**src/rtl/lin_sched_pkg.sv**
```systemverilog
// Shared definitions for the LIN schedule sequencer: FSM states, table codes
// and the bit layout of a schedule ROM entry.
package lin_sched_pkg;

    typedef enum logic [1:0] {
        ST_IDLE  = 2'd0,
        ST_FETCH = 2'd1,
        ST_REQ   = 2'd2,
        ST_SLOT  = 2'd3
    } state_t;

    localparam logic [1:0] TBL_NORM = 2'b00;
    localparam logic [1:0] TBL_COLL = 2'b01;
    localparam logic [1:0] TBL_DIAG = 2'b10;

    localparam int ID_LSB   = 0;
    localparam int ID_MSB   = 5;
    localparam int SLOT_LSB = 8;
    localparam int SLOT_MSB = 15;
    localparam int LAST_BIT = 16;

    // Diagnostic outranks collision, which outranks the normal table.
    function automatic logic [1:0] pick_table(input logic diag, input logic coll);
        if (diag)
            return TBL_DIAG;
        else if (coll)
            return TBL_COLL;
        else
            return TBL_NORM;
    endfunction

endpackage

```
**src/rtl/lin_slot_timer.sv**
```systemverilog
// Slot timer: counts ticks down from a loaded slot length and remembers whether
// the frame completed while the slot was still running.
module lin_slot_timer #(
    parameter int SLOT_W = 8
) (
    input  logic              clk,
    input  logic              srst,
    input  logic              clear,
    input  logic              load,
    input  logic [SLOT_W-1:0] load_value,
    input  logic              tick,
    input  logic              frame_done,
    output logic              expired,
    output logic              done
);

    logic [SLOT_W-1:0] count_reg;
    logic              done_reg;

    always_ff @(posedge clk) begin
        if (srst || clear) begin
            count_reg <= '0;
            done_reg  <= 1'b0;
        end else if (load) begin
            count_reg <= load_value;
            done_reg  <= 1'b0;
        end else begin
            // Once the count has reached zero the slot is over: further ticks
            // and late completions are ignored.
            if (tick && count_reg != '0)
                count_reg <= count_reg - SLOT_W'(1);
            if (frame_done && count_reg != '0)
                done_reg <= 1'b1;
        end
    end

    assign expired = (count_reg == '0);
    assign done    = done_reg;

endmodule

```
**src/rtl/lin_schedule_sequencer.sv**
```systemverilog
// LIN master schedule sequencer: walks the selected schedule table, issues one
// header request per slot and times each slot in base ticks.
module lin_schedule_sequencer
    import lin_sched_pkg::*;
#(
    parameter int              ADDR_W      = 8,
    parameter int              SLOT_W      = 8,
    parameter logic [ADDR_W-1:0] NORM_BASE = 8'h00,
    parameter logic [ADDR_W-1:0] COLL_BASE = 8'h40,
    parameter logic [ADDR_W-1:0] DIAG_BASE = 8'h80,
    parameter int              MAX_ENTRIES = 32
) (
    input  logic              clk,
    input  logic              reset,
    input  logic              en_operation,
    input  logic              en_collision_table,
    input  logic              en_diagnostic_table,
    input  logic              tick,
    output logic [ADDR_W-1:0] rom_addr,
    input  logic [31:0]       rom_data,
    output logic              hdr_req,
    output logic [5:0]        hdr_id,
    input  logic              hdr_ack,
    input  logic              frame_done,
    output logic              slot_overrun,
    output logic [1:0]        active_table,
    output logic              busy
);

    localparam int IDX_W = $clog2(MAX_ENTRIES) + 1;

    state_t            state_reg, state_next;
    logic [ADDR_W-1:0] rom_addr_reg, rom_addr_next;
    logic [IDX_W-1:0]  idx_reg, idx_next;
    logic [5:0]        hdr_id_reg, hdr_id_next;
    logic [SLOT_W-1:0] slot_len_reg, slot_len_next;
    logic              last_reg, last_next;
    logic [1:0]        active_table_reg, active_table_next;
    logic              overrun_reg, overrun_next;

    logic              timer_load, timer_clear, slot_expired, slot_done;
    logic [1:0]        req_table;
    logic [SLOT_W-1:0] slot_field;
    logic              reserved_unused;

    function automatic logic [ADDR_W-1:0] base_of(input logic [1:0] tbl);
        case (tbl)
            TBL_COLL: return COLL_BASE;
            TBL_DIAG: return DIAG_BASE;
            default:  return NORM_BASE;
        endcase
    endfunction

    assign req_table       = pick_table(en_diagnostic_table, en_collision_table);
    assign slot_field      = SLOT_W'(rom_data[SLOT_MSB:SLOT_LSB]);
    assign reserved_unused = ^{rom_data[31:LAST_BIT+1], rom_data[SLOT_LSB-1:ID_MSB+1]};

    always_comb begin
        state_next        = state_reg;
        rom_addr_next     = rom_addr_reg;
        idx_next          = idx_reg;
        hdr_id_next       = hdr_id_reg;
        slot_len_next     = slot_len_reg;
        last_next         = last_reg;
        active_table_next = active_table_reg;
        overrun_next      = 1'b0;
        timer_load        = 1'b0;
        timer_clear       = 1'b0;

        if (!en_operation) begin
            // Disable wins over everything, including a same-cycle ack.
            state_next  = ST_IDLE;
            timer_clear = 1'b1;
        end else begin
            case (state_reg)
                ST_IDLE: begin
                    active_table_next = req_table;
                    rom_addr_next     = base_of(req_table);
                    idx_next          = '0;
                    state_next        = ST_FETCH;
                end
                ST_FETCH: begin
                    hdr_id_next   = rom_data[ID_MSB:ID_LSB];
                    slot_len_next = (slot_field == '0) ? SLOT_W'(1) : slot_field;
                    last_next     = rom_data[LAST_BIT];
                    state_next    = ST_REQ;
                end
                ST_REQ: begin
                    if (hdr_ack) begin
                        timer_load = 1'b1;
                        state_next = ST_SLOT;
                    end
                end
                ST_SLOT: begin
                    if (slot_expired) begin
                        overrun_next = !slot_done;
                        timer_clear  = 1'b1;
                        state_next   = ST_FETCH;
                        if (req_table != active_table_reg) begin
                            active_table_next = req_table;
                            rom_addr_next     = base_of(req_table);
                            idx_next          = '0;
                        end else if (last_reg || idx_reg == IDX_W'(MAX_ENTRIES - 1)) begin
                            rom_addr_next = base_of(active_table_reg);
                            idx_next      = '0;
                        end else begin
                            rom_addr_next = rom_addr_reg + ADDR_W'(1);
                            idx_next      = idx_reg + IDX_W'(1);
                        end
                    end
                end
                default: state_next = ST_IDLE;
            endcase
        end
    end

    always_ff @(posedge clk) begin
        if (reset) begin
            state_reg        <= ST_IDLE;
            rom_addr_reg     <= NORM_BASE;
            idx_reg          <= '0;
            hdr_id_reg       <= '0;
            slot_len_reg     <= '0;
            last_reg         <= 1'b0;
            active_table_reg <= TBL_NORM;
            overrun_reg      <= 1'b0;
        end else begin
            state_reg        <= state_next;
            rom_addr_reg     <= rom_addr_next;
            idx_reg          <= idx_next;
            hdr_id_reg       <= hdr_id_next;
            slot_len_reg     <= slot_len_next;
            last_reg         <= last_next;
            active_table_reg <= active_table_next;
            overrun_reg      <= overrun_next;
        end
    end

    // Ticks and completions only matter while a slot is running, so a tick
    // coinciding with the ack is never counted.
    lin_slot_timer #(
        .SLOT_W(SLOT_W)
    ) u_slot_timer (
        .clk       (clk),
        .srst      (reset),
        .clear     (timer_clear),
        .load      (timer_load),
        .load_value(slot_len_reg),
        .tick      (tick && state_reg == ST_SLOT),
        .frame_done(frame_done && state_reg == ST_SLOT),
        .expired   (slot_expired),
        .done      (slot_done)
    );

    assign rom_addr     = rom_addr_reg;
    assign hdr_req      = (state_reg == ST_REQ);
    assign hdr_id       = hdr_id_reg;
    assign slot_overrun = overrun_reg;
    assign active_table = active_table_reg;
    assign busy         = (state_reg != ST_IDLE);

endmodule

```
**config.mk**
```make
export PLATFORM = sky130hd
export DESIGN_NAME = lin_schedule_sequencer
export DESIGN_NICKNAME = d
export VERILOG_FILES = /design/src/rtl/lin_sched_pkg.sv /design/src/rtl/lin_slot_timer.sv /design/src/rtl/lin_schedule_sequencer.sv
export SDC_FILE = /design/constraint.sdc
export NUM_CORES = 1
export LEC_CHECK = 0
export BUFFER_PORTS_ARGS = -buffer_cell sky130_fd_sc_hd__buf_2
export CORE_AREA = 2 2 93 59
export CTS_CLUSTER_SIZE = 14
export DETAILED_ROUTE_END_ITERATION = 12
export DIE_AREA = 0 0 95 61
export PLACE_DENSITY = 0.74
export SETUP_SLACK_MARGIN = 0.4
export SYNTH_ARGS = -nofsm -noshare
export SYNTH_HDL_FRONTEND = slang
export SYNTH_SLANG_ARGS = --single-unit
```
**constraint.sdc**
```tcl
create_clock -name clk -period 1.5 [get_ports clk]
set_input_delay 0.225 -clock clk [delete_from_list [all_inputs] [get_ports clk]]
set_output_delay 0.225 -clock clk [all_outputs]
set_load 0.005 [all_outputs]
```
==> metrics.md <==
| Metric | Value |
|---|---|
| Clock share of power | `0.351` |
| Synth Cell Area | `2270 um2` |
| Sw Pwr | `608 uW` |
| Worst-path clk slew | `0.08 ns` |
| Initial antenna violation count | `0` |
| Max incr delay on CP | `0.36 ns` |
| Via Count | `2,326` |
| Total grt overflow | `0` |
| Violated checks | `negative setup slack` |
| Post-synth EDFFs | `0` |
| Critical path cell sequence | `nor3_4 -> nand3_1 -> a22o_1 -> or2_0 -> a21oi_1` |
| Setup WS post-layout | `-0.150 ns` |
| DR vias/cell | `5.50` |
| IO Count | `59` |
| # DRC | `0` |
| Actual slew at the worst max-slew pin | `0.427 ns` |
| CP top delay family | `simple AND/OR/NAND/NOR gates` |
| RSZ-0062 raised after global routing | `true` |
| Most common cell in the netlist | `nand2_1` |
| Non-filler cells, final | `423` |
| Clk_skew | `0.00605 ns` |
| Leak | `1.30 nW` |
| Starting density of the core | `0.461` |
| Synth Flop Type | `dfxtp_1` |
| Finished Core Util | `0.684` |
| Latest clock arrival within the worst-skew pair | `0.30 ns` |
| Die X | `95 um` |
| Worst setup EP type | `flop` |
| Status | `complete, but fails checks` |
| Power Dens Cells | `697 nW/um2` |
| Worst hold path class | `primary input to flop` |
| Setup TNS | `-1.59 ns` |
| Clock sink count | `43` |
| #FFs+latches synth | `43` |
| Syn-to-layout area delta | `48.1%` |
| Hold Fails Final Rpt | `0` |
| Top post-synthesis cells by area | `dfxtp_1, nand2_1, a21oi_1` |
| First-pass GRT wire length | `9830 um` |
| Die area | `5800 um2` |
| Setup Slack @ Placement | `-0.174 ns` |
| Net Count, Synth | `318` |
| Final setup viols | `26` |
| CTS tree | `done` |
| Met3 Wirelength | `450 um` |
| Total Nets Final | `404` |
| Core ar. | `4930 um2` |
| Buf/Inv on CP | `0` |
| Top Layer Used | `met4` |
| Tot GR Track Use | `0.225` |
| Largest net degree at the start of global routing | `32` |
| Crit path launch type | `flop` |
| Final WL | `6660 um` |
| Row cnt | `20` |
| Flop pwr share | `0.504` |
| Logic gate share of total power | `0.144` |
| Total Power | `2.35 mW` |
| CP required | `1.72 ns` |
| N_diodes | `0` |
| Fmax | `606 MHz` |
| H-tree depth | `2` |
| Syn_area_per_cell | `8.42 um2` |
| Peak supply drop | `518 uV` |
| Final slew viol count | `0` |
| Final GP Congestion | `0.828` |
| Final period util | `1.10` |
| 1st-iter DRT viols | `117` |
| Synth cell count leaders | `nand2_1, dfxtp_1, a21oi_1` |
| Top-area cell type share of the netlist area | `0.378` |
| Seq/Total Area, Yosys | `0.378` |
| TritonRoute pass-1 iters | `4` |
| Post-DP HPWL | `4150 um` |
| Met2 WL | `3100 um` |
| Distinct cells, synth | `50` |
| M1 WL | `3020 um` |
| Vias in the first global route | `2,153` |
| Cts-stage hold buffer count | `0` |
| Worst slew margin | `0.715` |
| Synth async-reset ratio | `0` |
| Root Driver | `clkbuf_8` |
| Per-cell routed wire length | `15.7 um` |
| Die Y | `61 um` |
| Internal | `1.74 mW` |
| Cell count after synthesis | `270` |
| Synth area leader | `dfxtp_1` |
| Sw Ratio | `0.259` |
| Max capacitance violation total | `0` |
| Arr. time, crit path | `1.87 ns` |
| Maximum root-to-sink buffer count | `2` |
| Share of cells above drive strength 1 | `0.535` |
| Yosys synthesis warning count | `0` |
| Fill count | `377` |
| Input/output buffers | `41` |
| CTS Buf Count | `5` |
| CP max FO | `5` |
| Post-layout min period | `1.65 ns` |
| Routed Antenna Nets | `0` |
| WS Path Type | `flop to flop` |
| Placed cell count | `403` |
| Worst path slowest cell | `dfxtp_1` |
[power groups by stage]
stage / logic (mW) / registers (mW) / clock network, mW
final: 0.339 / 1.19 / 0.825
after global routing: 0.363 / 1.19 / 0.895
after CTS: 0.282 / 1.18 / 0.834
after detailed placement: 0.251 / 1.21 / 0
after global placement: 0.243 / 1.21 / 0
after floorplan: 0.150 / 1.21 / 0
[logic make-up after synthesis]
family	Yosys count	synth area share
AOI/OAI and AO/OA	55	0.170
buffers and inverters	21	0.0660
DFF	43	0.378
and+or+nand+nor	134	0.306
xor gates and xnor gates	8	0.0308
muxes	1	0.00440
adders and majority gates	8	0.0440
[layout make-up]
class / instances / area (um2) / share of cell area
flip-flops and latches: 43 / 887 / 0.263
inverters: 8 / 35.0 / 0.0104
multi-input cells: 208 / 1580 / 0.469
well taps: 66 / 82.6 / 0.0245
clock buffers: 8 / 100 / 0.0297
repair buffers: 90 / 686 / 0.203
[stage by stage]
step | area, um2 | hold slack [ns]
detailed placement | 2820 | 0.432
CTS | 3100 | 0.154
global placement | 2820 | 0.417
floorplan | 2350 | 0.298
global route | 3370 | 0.157
finish | 3370 | 0.161
[repair_timing]
action,in CTS,in global routing
setup buffers,3,6
cloned,1,2
hold endpoints to repair,0,0
resized for setup,34,62
pin swaps,13,27
endpoints found under the setup margin,51,53
[worst reg2reg max path, delay by kind of cell (launching register included)]
kind | cells | cell delay (ns)
DFF | 1 | 0.36
AOI/OAI and AO/OA | 2 | 0.43
and+or+nand+nor | 3 | 0.79
[routing by layer]
metal,vias to the layer above,global-route usage
met5,-,0
met4,0,0.0828
met3,9,0.0658
met2,77,0.372
met1,1110,0.285
li1,1130,-
[final timing paths]
kind	slack [ns]	to	startpoint	cells past startpoint
worst max-delay path	-0.15	state_reg[0]	u_slot_timer.count_reg[4]	5
worst min-delay path	0.16	hdr_id[0]	rom_data[0]	3
worst max register to register	-0.15	state_reg[0]	u_slot_timer.count_reg[4]	5
worst min register to register	0.46	hdr_id[2]	hdr_id[2]	2
[cells in the final DEF (no fill, tap or decap), types with 3 or more instances in the layout]
cell / synthesis / final
nand2_1: 52 / 29
clkbuf_8: 0 / 7
nand2b_1: 4 / 3
nand3b_1: 5 / 5
nor2_1: 17 / 15
nor3_1: 5 / 4
xor2_1: 3 / 3
nand4_1: 4 / 4
buf_2: 0 / 35
buf_4: 2 / 36
a21oi_1: 25 / 12
dfxtp_2: 0 / 12
and3b_1: 3 / 3
ha_4: 0 / 5
xnor2_1: 5 / 5
dfxtp_4: 0 / 3
dfxtp_1: 43 / 28
nand3_2: 1 / 7
nand2_2: 1 / 22
ha_1: 8 / 3
inv_1: 8 / 3
nand4b_1: 3 / 3
nand3_1: 21 / 15
a211oi_1: 6 / 4
a21oi_2: 0 / 13
buf_6: 2 / 16
buf_12: 0 / 3
a31oi_1: 10 / 10
a211oi_2: 2 / 4
inv_2: 0 / 3
No activity file was read; power rests on OpenSTA's default activity.
